<file path="src/rtl/if_fetch_seq_pkg.sv">
// Shared types for the instruction-fetch sequencer: FSM states, in-flight byte tags
// and the byte-lane merge used to assemble little-endian words.
package if_fetch_seq_pkg;

  localparam logic [2:0] FETCH_BYTES = 3'd4;

  typedef enum logic [1:0] {
    ST_ISSUE = 2'd0,
    ST_DRAIN = 2'd1,
    ST_HOLD  = 2'd2
  } fetch_state_t;

  typedef struct packed {
    logic       valid;
    logic [1:0] idx;
  } fetch_tag_t;

  // Lane 0 is bits 7:0, so the byte at the lowest address lands in the low lane.
  function automatic logic [31:0] put_lane(input logic [31:0] word,
                                           input logic [1:0]  idx,
                                           input logic [7:0]  data);
    logic [31:0] w;
    w = word;
    w[{idx, 3'b000} +: 8] = data;
    return w;
  endfunction

endpackage

</file>
<file path="src/rtl/if_fetch_seq_if.sv">
// Signal bundle between the fetch sequencer, memctrl's IF side and the ID stage.
interface if_fetch_seq_if;
  import if_fetch_seq_pkg::*;

  logic         rdy;
  logic         mem_busy_i;
  logic [7:0]   ram_din_i;
  logic         jump_i;
  logic [31:0]  jump_addr_i;
  logic         stall_i;
  logic         if_request_o;
  logic [31:0]  if_addr_o;
  logic         inst_valid_o;
  logic [31:0]  inst_o;
  logic [31:0]  inst_pc_o;
  fetch_state_t state_dbg;

  // Handshake to ID: an instruction transfers in a cycle with inst_valid_o=1,
  // stall_i=0 and jump_i=0; while stalled inst_o/inst_pc_o hold unchanged.
  modport master (
    input  rdy, mem_busy_i, ram_din_i, jump_i, jump_addr_i, stall_i,
    output if_request_o, if_addr_o, inst_valid_o, inst_o, inst_pc_o, state_dbg
  );

  modport slave (
    output rdy, mem_busy_i, ram_din_i, jump_i, jump_addr_i, stall_i,
    input  if_request_o, if_addr_o, inst_valid_o, inst_o, inst_pc_o, state_dbg
  );

endinterface

</file>
<file path="src/rtl/if_fetch_seq_fetch_tag_pipe.sv">
// Delay line that follows each issued byte request until its RAM data returns,
// so the receiver knows which lane (if any) the current ram_din_i belongs to.
module if_fetch_seq_fetch_tag_pipe
  import if_fetch_seq_pkg::*;
#(
  parameter int DEPTH = 1
) (
  input  logic       clk,
  input  logic       clear,
  input  logic       enable,
  input  fetch_tag_t push,
  output fetch_tag_t pop
);

  fetch_tag_t stage [DEPTH];

  always_ff @(posedge clk) begin
    if (clear) begin
      for (int i = 0; i < DEPTH; i++) stage[i] <= '0;
    end else if (enable) begin
      stage[0] <= push;
      for (int i = 1; i < DEPTH; i++) stage[i] <= stage[i-1];
    end
  end

  assign pop = stage[DEPTH-1];

endmodule

</file>
<file path="src/rtl/if_fetch_seq.sv">
// Instruction-fetch sequencer: requests four bytes per instruction from memctrl,
// assembles them little-endian and offers the word plus PC to ID.
module if_fetch_seq
  import if_fetch_seq_pkg::*;
#(
  parameter logic [31:0] RESET_PC    = 32'h0,
  parameter int          RAM_LATENCY = 1
) (
  input logic            clk,
  input logic            rst,
  if_fetch_seq_if.master bus
);

  fetch_state_t state;
  logic [31:0]  pc;
  logic [31:0]  asm_word;
  logic [31:0]  inst;
  logic [31:0]  inst_pc;
  logic         inst_valid;
  logic [2:0]   issue_cnt;
  logic [2:0]   recv_cnt;
  logic [2:0]   recv_next;
  logic [31:0]  word_next;
  logic         req;
  logic         rx;
  fetch_tag_t   push;
  fetch_tag_t   pop;

  always_comb begin
    req       = bus.rdy & ~rst & ~bus.jump_i & (state == ST_ISSUE) & ~bus.mem_busy_i;
    push      = '0;
    push.valid = req;
    push.idx  = issue_cnt[1:0];
    rx        = pop.valid;
    word_next = rx ? put_lane(asm_word, pop.idx, bus.ram_din_i) : asm_word;
    recv_next = recv_cnt + {2'b00, rx};
  end

  // A jump flushes in-flight tags so their bytes are dropped when they return.
  if_fetch_seq_fetch_tag_pipe #(.DEPTH(RAM_LATENCY)) u_tag_pipe (
    .clk    (clk),
    .clear  (rst | (bus.rdy & bus.jump_i)),
    .enable (bus.rdy),
    .push   (push),
    .pop    (pop)
  );

  always_ff @(posedge clk) begin
    if (rst) begin
      state      <= ST_ISSUE;
      pc         <= RESET_PC;
      issue_cnt  <= '0;
      recv_cnt   <= '0;
      asm_word   <= '0;
      inst_valid <= 1'b0;
      inst       <= '0;
      inst_pc    <= '0;
    end else if (bus.rdy) begin
      if (bus.jump_i) begin
        state      <= ST_ISSUE;
        pc         <= bus.jump_addr_i;
        issue_cnt  <= '0;
        recv_cnt   <= '0;
        inst_valid <= 1'b0;
      end else begin
        case (state)
          ST_ISSUE, ST_DRAIN: begin
            if (req) begin
              issue_cnt <= issue_cnt + 3'd1;
              if (issue_cnt == FETCH_BYTES - 3'd1) state <= ST_DRAIN;
            end
            if (rx) begin
              asm_word <= word_next;
              recv_cnt <= recv_next;
              if (recv_next == FETCH_BYTES) begin
                inst_valid <= 1'b1;
                inst       <= word_next;
                inst_pc    <= pc;
                state      <= ST_HOLD;
              end
            end
          end
          ST_HOLD: begin
            if (!bus.stall_i) begin
              inst_valid <= 1'b0;
              pc         <= pc + 32'd4;
              issue_cnt  <= '0;
              recv_cnt   <= '0;
              state      <= ST_ISSUE;
            end
          end
          default: state <= ST_ISSUE;
        endcase
      end
    end
  end

  assign bus.if_request_o = req;
  assign bus.if_addr_o    = req ? (pc + {29'b0, issue_cnt}) : 32'h0;
  assign bus.inst_valid_o = inst_valid;
  assign bus.inst_o       = inst;
  assign bus.inst_pc_o    = inst_pc;
  assign bus.state_dbg    = state;

endmodule

</file>
<file path="src/flat_wrapper.sv">
// flat-port wrapper written by rule: the top's interface ports become plain ports
module if_fetch_seq_flat import if_fetch_seq_pkg::*;
#(
  parameter logic [31:0] RESET_PC    = 32'h0,
  parameter int          RAM_LATENCY = 1
)
  (clk, rst, bus_rdy, bus_mem_busy_i, bus_ram_din_i, bus_jump_i, bus_jump_addr_i, bus_stall_i, bus_if_request_o, bus_if_addr_o, bus_inst_valid_o, bus_inst_o, bus_inst_pc_o, bus_state_dbg);
  if_fetch_seq_if bus_i ();
  input logic clk;
  input logic rst;
  input wire logic [$bits(bus_i.rdy)-1:0] bus_rdy;
  input wire logic [$bits(bus_i.mem_busy_i)-1:0] bus_mem_busy_i;
  input wire logic [$bits(bus_i.ram_din_i)-1:0] bus_ram_din_i;
  input wire logic [$bits(bus_i.jump_i)-1:0] bus_jump_i;
  input wire logic [$bits(bus_i.jump_addr_i)-1:0] bus_jump_addr_i;
  input wire logic [$bits(bus_i.stall_i)-1:0] bus_stall_i;
  output wire logic [$bits(bus_i.if_request_o)-1:0] bus_if_request_o;
  output wire logic [$bits(bus_i.if_addr_o)-1:0] bus_if_addr_o;
  output wire logic [$bits(bus_i.inst_valid_o)-1:0] bus_inst_valid_o;
  output wire logic [$bits(bus_i.inst_o)-1:0] bus_inst_o;
  output wire logic [$bits(bus_i.inst_pc_o)-1:0] bus_inst_pc_o;
  output wire logic [$bits(bus_i.state_dbg)-1:0] bus_state_dbg;
  assign bus_i.rdy = bus_rdy;
  assign bus_i.mem_busy_i = bus_mem_busy_i;
  assign bus_i.ram_din_i = bus_ram_din_i;
  assign bus_i.jump_i = bus_jump_i;
  assign bus_i.jump_addr_i = bus_jump_addr_i;
  assign bus_i.stall_i = bus_stall_i;
  assign bus_if_request_o = bus_i.if_request_o;
  assign bus_if_addr_o = bus_i.if_addr_o;
  assign bus_inst_valid_o = bus_i.inst_valid_o;
  assign bus_inst_o = bus_i.inst_o;
  assign bus_inst_pc_o = bus_i.inst_pc_o;
  assign bus_state_dbg = bus_i.state_dbg;
  if_fetch_seq #(.RESET_PC(RESET_PC), .RAM_LATENCY(RAM_LATENCY)) u_core (.clk(clk), .rst(rst), .bus(bus_i));
endmodule
</file>
<file path="config.mk">
export PLATFORM = sky130hd
export DESIGN_NAME = if_fetch_seq_flat
export DESIGN_NICKNAME = d
export VERILOG_FILES = /design/src/rtl/if_fetch_seq_pkg.sv /design/src/rtl/if_fetch_seq_if.sv /design/src/rtl/if_fetch_seq_fetch_tag_pipe.sv /design/src/rtl/if_fetch_seq.sv /design/src/flat_wrapper.sv
export SDC_FILE = /design/constraint.sdc
export NUM_CORES = 1
export LEC_CHECK = 0
export ABC_CLOCK_PERIOD_IN_PS = 3800
export BUFFER_PORTS_ARGS = -buffer_cell sky130_fd_sc_hd__buf_2
export CAP_MARGIN = 5
export CORE_MARGIN = 10
export CORE_UTILIZATION = 45
export CTS_CLUSTER_DIAMETER = 50
export DETAILED_ROUTE_END_ITERATION = 8
export GPL_TIMING_DRIVEN = 1
export PLACE_DENSITY = 0.73
export SYNTH_ARGS = -nofsm -noshare
export SYNTH_HDL_FRONTEND = slang
export SYNTH_SLANG_ARGS = --single-unit
export TNS_END_PERCENT = 5
</file>
<file path="constraint.sdc">
create_clock -name clk -period 3.8 [get_ports clk]
set_clock_uncertainty 0.05 [all_clocks]
set_input_delay 0.38 -clock clk [delete_from_list [all_inputs] [get_ports clk]]
set_output_delay 0.38 -clock clk [all_outputs]
set_load 0.01 [all_outputs]
</file>
==> flow_metrics.tcl, run 1 <==
set metrics [dict create \
    arrival_ns 2.92 \
    grtUsageTotal_pct 19.1 \
    leakage_nw 3.20 \
    viasPerCell 5.57 \
    dp_hpwl_mm 14.3 \
    final_core_util_pct 55.1 \
    yosys_warnings 0 \
    cts_resized 0 \
    rsz0062_at_grt "no" \
    hold_path.class "in2reg" \
    max_freq_mhz 299 \
    synth_nets 963 \
    grt_pass1_vias 6464 \
    synth_edf_count 3 \
    start_util_pct 46.3 \
    setup_tns_ns 0 \
    mostFrequentLayoutCell "buf_2" \
    cp-end-kind "primary output" \
    tightest_slew_ns 0.979 \
    synth_area_per_cell_um2 7.86 \
    vdd_drop_max_mv 0.384 \
    grt_pass1_wl_mm 34.0 \
    post-place-ws_ns 0.938 \
    synth_seq_area_share_pct 39.9 \
    critical_path_required_ns 3.37 \
    status "finished clean" \
    clockBufferDepth 2 \
    ctsHoldBuffers 0 \
    num_rows 45 \
    drt_pass1_iterations 5 \
    nFillCells 1472 \
    die_y_um 146 \
    powerDensity_nw_per_um2 406 \
    syn_area_um2 7100 \
    routedWlPerCell_um 17.0 \
    dieArea_um2 21200 \
    worst-path-max-fanout 15 \
    post-place-cells 1195 \
    drcViolationCount 0 \
    cts_setup_buffers 0 \
    initialDrtViolationCount 507 \
    wl_mm 20.8 \
    cts_made_buffers 17 \
    path_class "reg2out" \
    holdWs_ns 0.170 \
    antenna_found_initial 0 \
    crit_buf_inv 2 \
    root_buffer "clkbuf_16" \
    drive_above_1_share_pct 20.2 \
    ant_nets 0 \
    pin_count 146 \
    setup_ws_ns 0.455 \
    vias 6834 \
    relSlewSlack_pct 34.7 \
    syn_inst 903 \
    grt_overflow 0 \
    cap_viol_max_count 0 \
    worstPathCellList "ha_1 > inv_1 > fa_1 > nor2b_1 > o211ai_2 > nor4_1 > xnor2_1 > nor2_1 > buf_2" \
    fin_crit_sh_pct 88.0 \
    fin_crit_ns 3.35 \
    fin_nets 1063 \
    setup_viol 0 \
    worstSkewPairLatency_ns 0.42 \
    clk_pin_slew_ns 0.06 \
    finalHoldViolCount 0 \
    cpMaxStageDelayCell "nor4_1" \
    slowest_delay_ns 0.46 \
    crit_path_start_kind "register" \
    drv_slew 0 \
    cpLargestDelayFamily "simple AND/OR/NAND/NOR gates" \
    final_cell_mix "144 x buf_2, 137 x dfxtp_1, 121 x nor2_1" \
    grt_max_degree 83 \
    area_growth_pct 18.9 \
    diodes 0 \
    cts_max_level 4 \
    ys_types 61 \
    synth-seq-cells 140 \
    synthArstFlopShare_pct 0 \
    die_w_um 146 \
    clock_sinks 140 \
    io_buffer_count 145 \
    core_area_um2 15300 \
    cts_tree "yes" \
    place_congestion 0.864 \
    synthFlopType "dfxtp_1" \
    post_layout_nonfiller_instances 1227 \
]
-- flip-flops by register name (all words and copies together) (netlist names) --
register and count:
u_core.pc 32, u_core.asm_word 32, u_core.u_tag_pipe.stage 3, u_core.bus.inst_valid_o 1
u_core.bus.inst_pc_o 32, u_core.bus.state_dbg 2, u_core.issue_cnt 3, u_core.bus.inst_o 32
u_core.recv_cnt 3
-- cell families after synthesis --
| family | share of synthesized area (%) |
|---|---|
| fa+ha+maj | 2.57 |
| mux | 0.282 |
| buf+inv | 5.15 |
| xor+xnor | 3.33 |
| simple gates | 26.4 |
| compound gates | 22.4 |
| flops | 39.9 |
-- per-layer routing --
layer,track usage (%),part of all wire [%]
met2,30.3,46
met3,5.53,7.3
met4,5.71,1.2
met5,0,0
met1,24.7,45
-- final cells by class --
class | instances | area (um^2) | area share (%)
Multi-Input combinational cell | 677 | 3900 | 46.2
Sequential cell | 140 | 2830 | 33.6
Timing Repair Buffer | 155 | 816 | 9.67
Clock buffer | 17 | 425 | 5.04
Tap cell | 211 | 264 | 3.13
Clock inverter | 15 | 154 | 1.82
Inverter | 12 | 45.0 | 0.534
-- power breakdown --
part           internal, mW  switching, mW
Combinational        0.0927          0.151
Sequential             1.50         0.0488
Clock                 0.925          0.706
-- final timing paths --
check / cells past startpoint / start / end / slack, ns
max reg2reg: 8 / u_core.u_tag_pipe.stage[0][2] / u_core.bus.inst_o[9] / 1.06
max: 9 / u_core.issue_cnt[0] / bus_if_addr_o[30] / 0.45
min reg2reg: 2 / u_core.bus.inst_pc_o[1] / u_core.bus.inst_pc_o[1] / 0.40
min: 3 / bus_jump_addr_i[1] / u_core.pc[1] / 0.17
-- synth_stat cells (2+ instances only) --
cell type	instances	area, um^2
dfxtp_1	137	2740
nor2_1	121	454
nand2_1	115	432
a21oi_1	94	470
a211oi_1	67	503
nor2b_1	35	219
clkbuf_1	33	124
o21ai_0	29	145
buf_2	27	135
nor3_1	26	130
nand3_1	19	95.1
xnor2_1	16	140
and3_1	14	87.6
ha_1	13	163
nand4_1	13	81.3
inv_1	12	45.0
buf_1	11	41.3
xor2_1	11	96.3
a31oi_1	10	62.6
nor4_1	9	56.3
and2_1	6	37.5
and4_1	6	52.6
o31ai_1	6	45.0
or3_1	6	37.5
o21a_1	5	37.5
a22oi_1	4	30.0
a31o_2	4	35.0
a32o_1	4	40.0
nand2b_1	4	25.0
o41ai_1	4	35.0
a311oi_1	3	26.3
edfxtp_1	3	90.1
nand3b_1	3	22.5
a21o_1	2	15.0
a41o_1	2	20.0
buf_4	2	15.0
mux2i_1	2	20.0
o211ai_1	2	15.0
-- stage by stage --
| step | cell area, um^2 | total power [mW] |
|---|---|---|
| 2_1_floorplan | 7100 | 1.74 |
| 3_3_place_gp | 7860 | 1.82 |
| 3_5_place_dp | 7860 | 1.82 |
| 4_1_cts | 8440 | 3.45 |
| 5_1_grt | 8440 | 3.55 |
| 6_report | 8440 | 3.43 |
-- tightest hold or removal path, stage by stage --
cell and delay [ns]:
buf_2 0.11, nand2_1 0.05, a21oi_1 0.05
(Power assumes the default switching activity.)
==> run 2, diff against run 1 <==
--- a/config.mk
+++ b/config.mk
@@ -14,6 +14,8 @@
 export DETAILED_ROUTE_END_ITERATION = 8
 export GPL_TIMING_DRIVEN = 1
 export PLACE_DENSITY = 0.73
+export REMOVE_ABC_BUFFERS = 1
+export SKIP_CTS_REPAIR_TIMING = 1
 export SYNTH_ARGS = -nofsm -noshare
 export SYNTH_HDL_FRONTEND = slang
 export SYNTH_SLANG_ARGS = --single-unit
==> flow_metrics.tcl, run 2 (synthesis gave the netlist of run 1 again) <==
set metrics [dict create \
    status "finished clean" \
    drcViolationCount 0 \
    grt_pass1_vias 6557 \
    tightest_slew_ns 1.01 \
    slowest_delay_ns 0.45 \
    worstSkewPairLatency_ns 0.43 \
    leakage_nw 3.23 \
    powerDensity_nw_per_um2 414 \
    worstPathCellList "ha_1 > inv_1 > fa_1 > nor2b_1 > o211ai_2 > nor4_1 > xnor2_1 > nor2_1 > buf_2" \
    hold_path.class "in2reg" \
    dp_hpwl_mm 14.3 \
    fin_crit_ns 3.33 \
    path_class "reg2out" \
    ff_latch_area_um2 2830 \
    pin_count 146 \
    rr_worst_depth 8 \
    die_y_um 146 \
    p_total_mw 3.52 \
    finalHoldViolCount 0 \
    clk_pin_slew_ns 0.06 \
    cap_viol_max_count 0 \
    place_congestion 0.826 \
    vdd_drop_max_mv 0.308 \
    arrival_ns 2.90 \
    diodes 0 \
    relSlewSlack_pct 32.4 \
    critPathLaunch "u_core.issue_cnt[0]" \
    routedWlPerCell_um 17.0 \
    crit_path_start_kind "register" \
    cts_tree "yes" \
    r2r_slack_ns 1.00 \
    io_buffer_count 145 \
    multi_input_area_um2 3900 \
    num_rows 45 \
    cts_max_level 4 \
    viasPerCell 5.58 \
    final_cell_mix "144 x buf_2, 137 x dfxtp_1, 121 x nor2_1" \
    drt_pass1_iterations 5 \
    start_util_pct 46.3 \
    holdWs_ns 0.170 \
    clock_sinks 140 \
    critPathCapture "bus_if_addr_o[30]" \
    dieArea_um2 21200 \
    nFillCells 1508 \
    grt_max_degree 71 \
    area_growth_pct 19.9 \
    regToRegStartpoint "u_core.u_tag_pipe.stage[0][2]" \
    fin_crit_sh_pct 87.7 \
    vias 6864 \
    rsz0062_at_grt "no" \
    worst-path-max-fanout 15 \
    grt_pass1_wl_mm 33.9 \
    setup_viol 0 \
    clockBufferDepth 2 \
    max_freq_mhz 300 \
    fin_nets 1067 \
    ant_nets 0 \
    die_w_um 146 \
    grt_overflow 0 \
    mostFrequentLayoutCell "buf_2" \
    root_buffer "clkbuf_16" \
    critical_path_required_ns 3.37 \
    cts_made_buffers 17 \
    grtUsageTotal_pct 19.2 \
    cp-end-kind "primary output" \
    wl_mm 20.9 \
    worstHoldPathCells 3 \
    cpMaxStageDelayCell "nor4_1" \
    drv_slew 0 \
    core_area_um2 15300 \
    antenna_found_initial 1 \
    drive_above_1_share_pct 20.3 \
    initialDrtViolationCount 601 \
    rr_endpoint "u_core.bus.inst_o[31]" \
]
## run 2: through the flow
step | cells | worst slack [ns] | utilization (%) | setup TNS, ns | instance area [um^2]
2_1_floorplan | 829 | -0.259 | - | -14.51 | 6780
3_3_place_gp | 1199 | 1.04 | 51.6 | 0 | 7900
3_5_place_dp | 1199 | 0.939 | 51.6 | 0 | 7900
4_1_cts | 1231 | 0.471 | 55.6 | 0 | 8510
5_1_grt | 1231 | 0.267 | 55.6 | 0 | 8510
6_report | 1231 | 0.467 | 55.6 | 0 | 8510
## run 2: layout make-up
| cell class | count | area share [%] |
|---|---|---|
| sequential | 140 | 33.3 |
| clock inverter | 10 | 1.60 |
| timing repair buffer | 159 | 10.1 |
| inverter | 12 | 0.529 |
| tap | 211 | 3.10 |
| multi-input combinational | 677 | 45.8 |
| clock buffer | 22 | 5.57 |
## run 2: power breakdown
group          internal (mW)  switching [mW]  total [mW]
logic                 0.0934           0.150       0.244
clock network           1.08           0.643        1.73
registers               1.50          0.0479        1.55
## run 2: worst max-delay path: cells and delay by family (launching register included)
family | cells | cell delay, ns
AOI/OAI and AO/OA | 1 | 0.35
xor gates and xnor gates | 1 | 0.16
adders and majority gates | 2 | 0.59
buffers and inverters | 2 | 0.20
DFF | 1 | 0.41
and+or+nand+nor | 3 | 0.76
## run 2: per-layer routing
layer / track usage, % / part of all wire [%] / vias to the layer above
met5: 0 / 0.038 / -
met4: 8.09 / 2.4 / 2
met3: 5.77 / 8.1 / 38
met2: 29.6 / 45 / 284
met1: 24.3 / 44 / 3127
li1: - / - / 3413
## run 2: worst min-delay path by stage
stage | from | end | slack (ns)
after floorplan | u_core.recv_cnt[0] | u_core.recv_cnt[0] | 0.38
after global placement | u_core.bus.inst_pc_o[6] | u_core.bus.inst_pc_o[6] | 0.39
after detailed placement | u_core.bus.inst_pc_o[11] | u_core.bus.inst_pc_o[11] | 0.40
after CTS | bus_jump_addr_i[1] | u_core.pc[1] | 0.15
after global routing | bus_jump_addr_i[0] | u_core.pc[0] | 0.16
final | bus_jump_addr_i[1] | u_core.pc[1] | 0.17
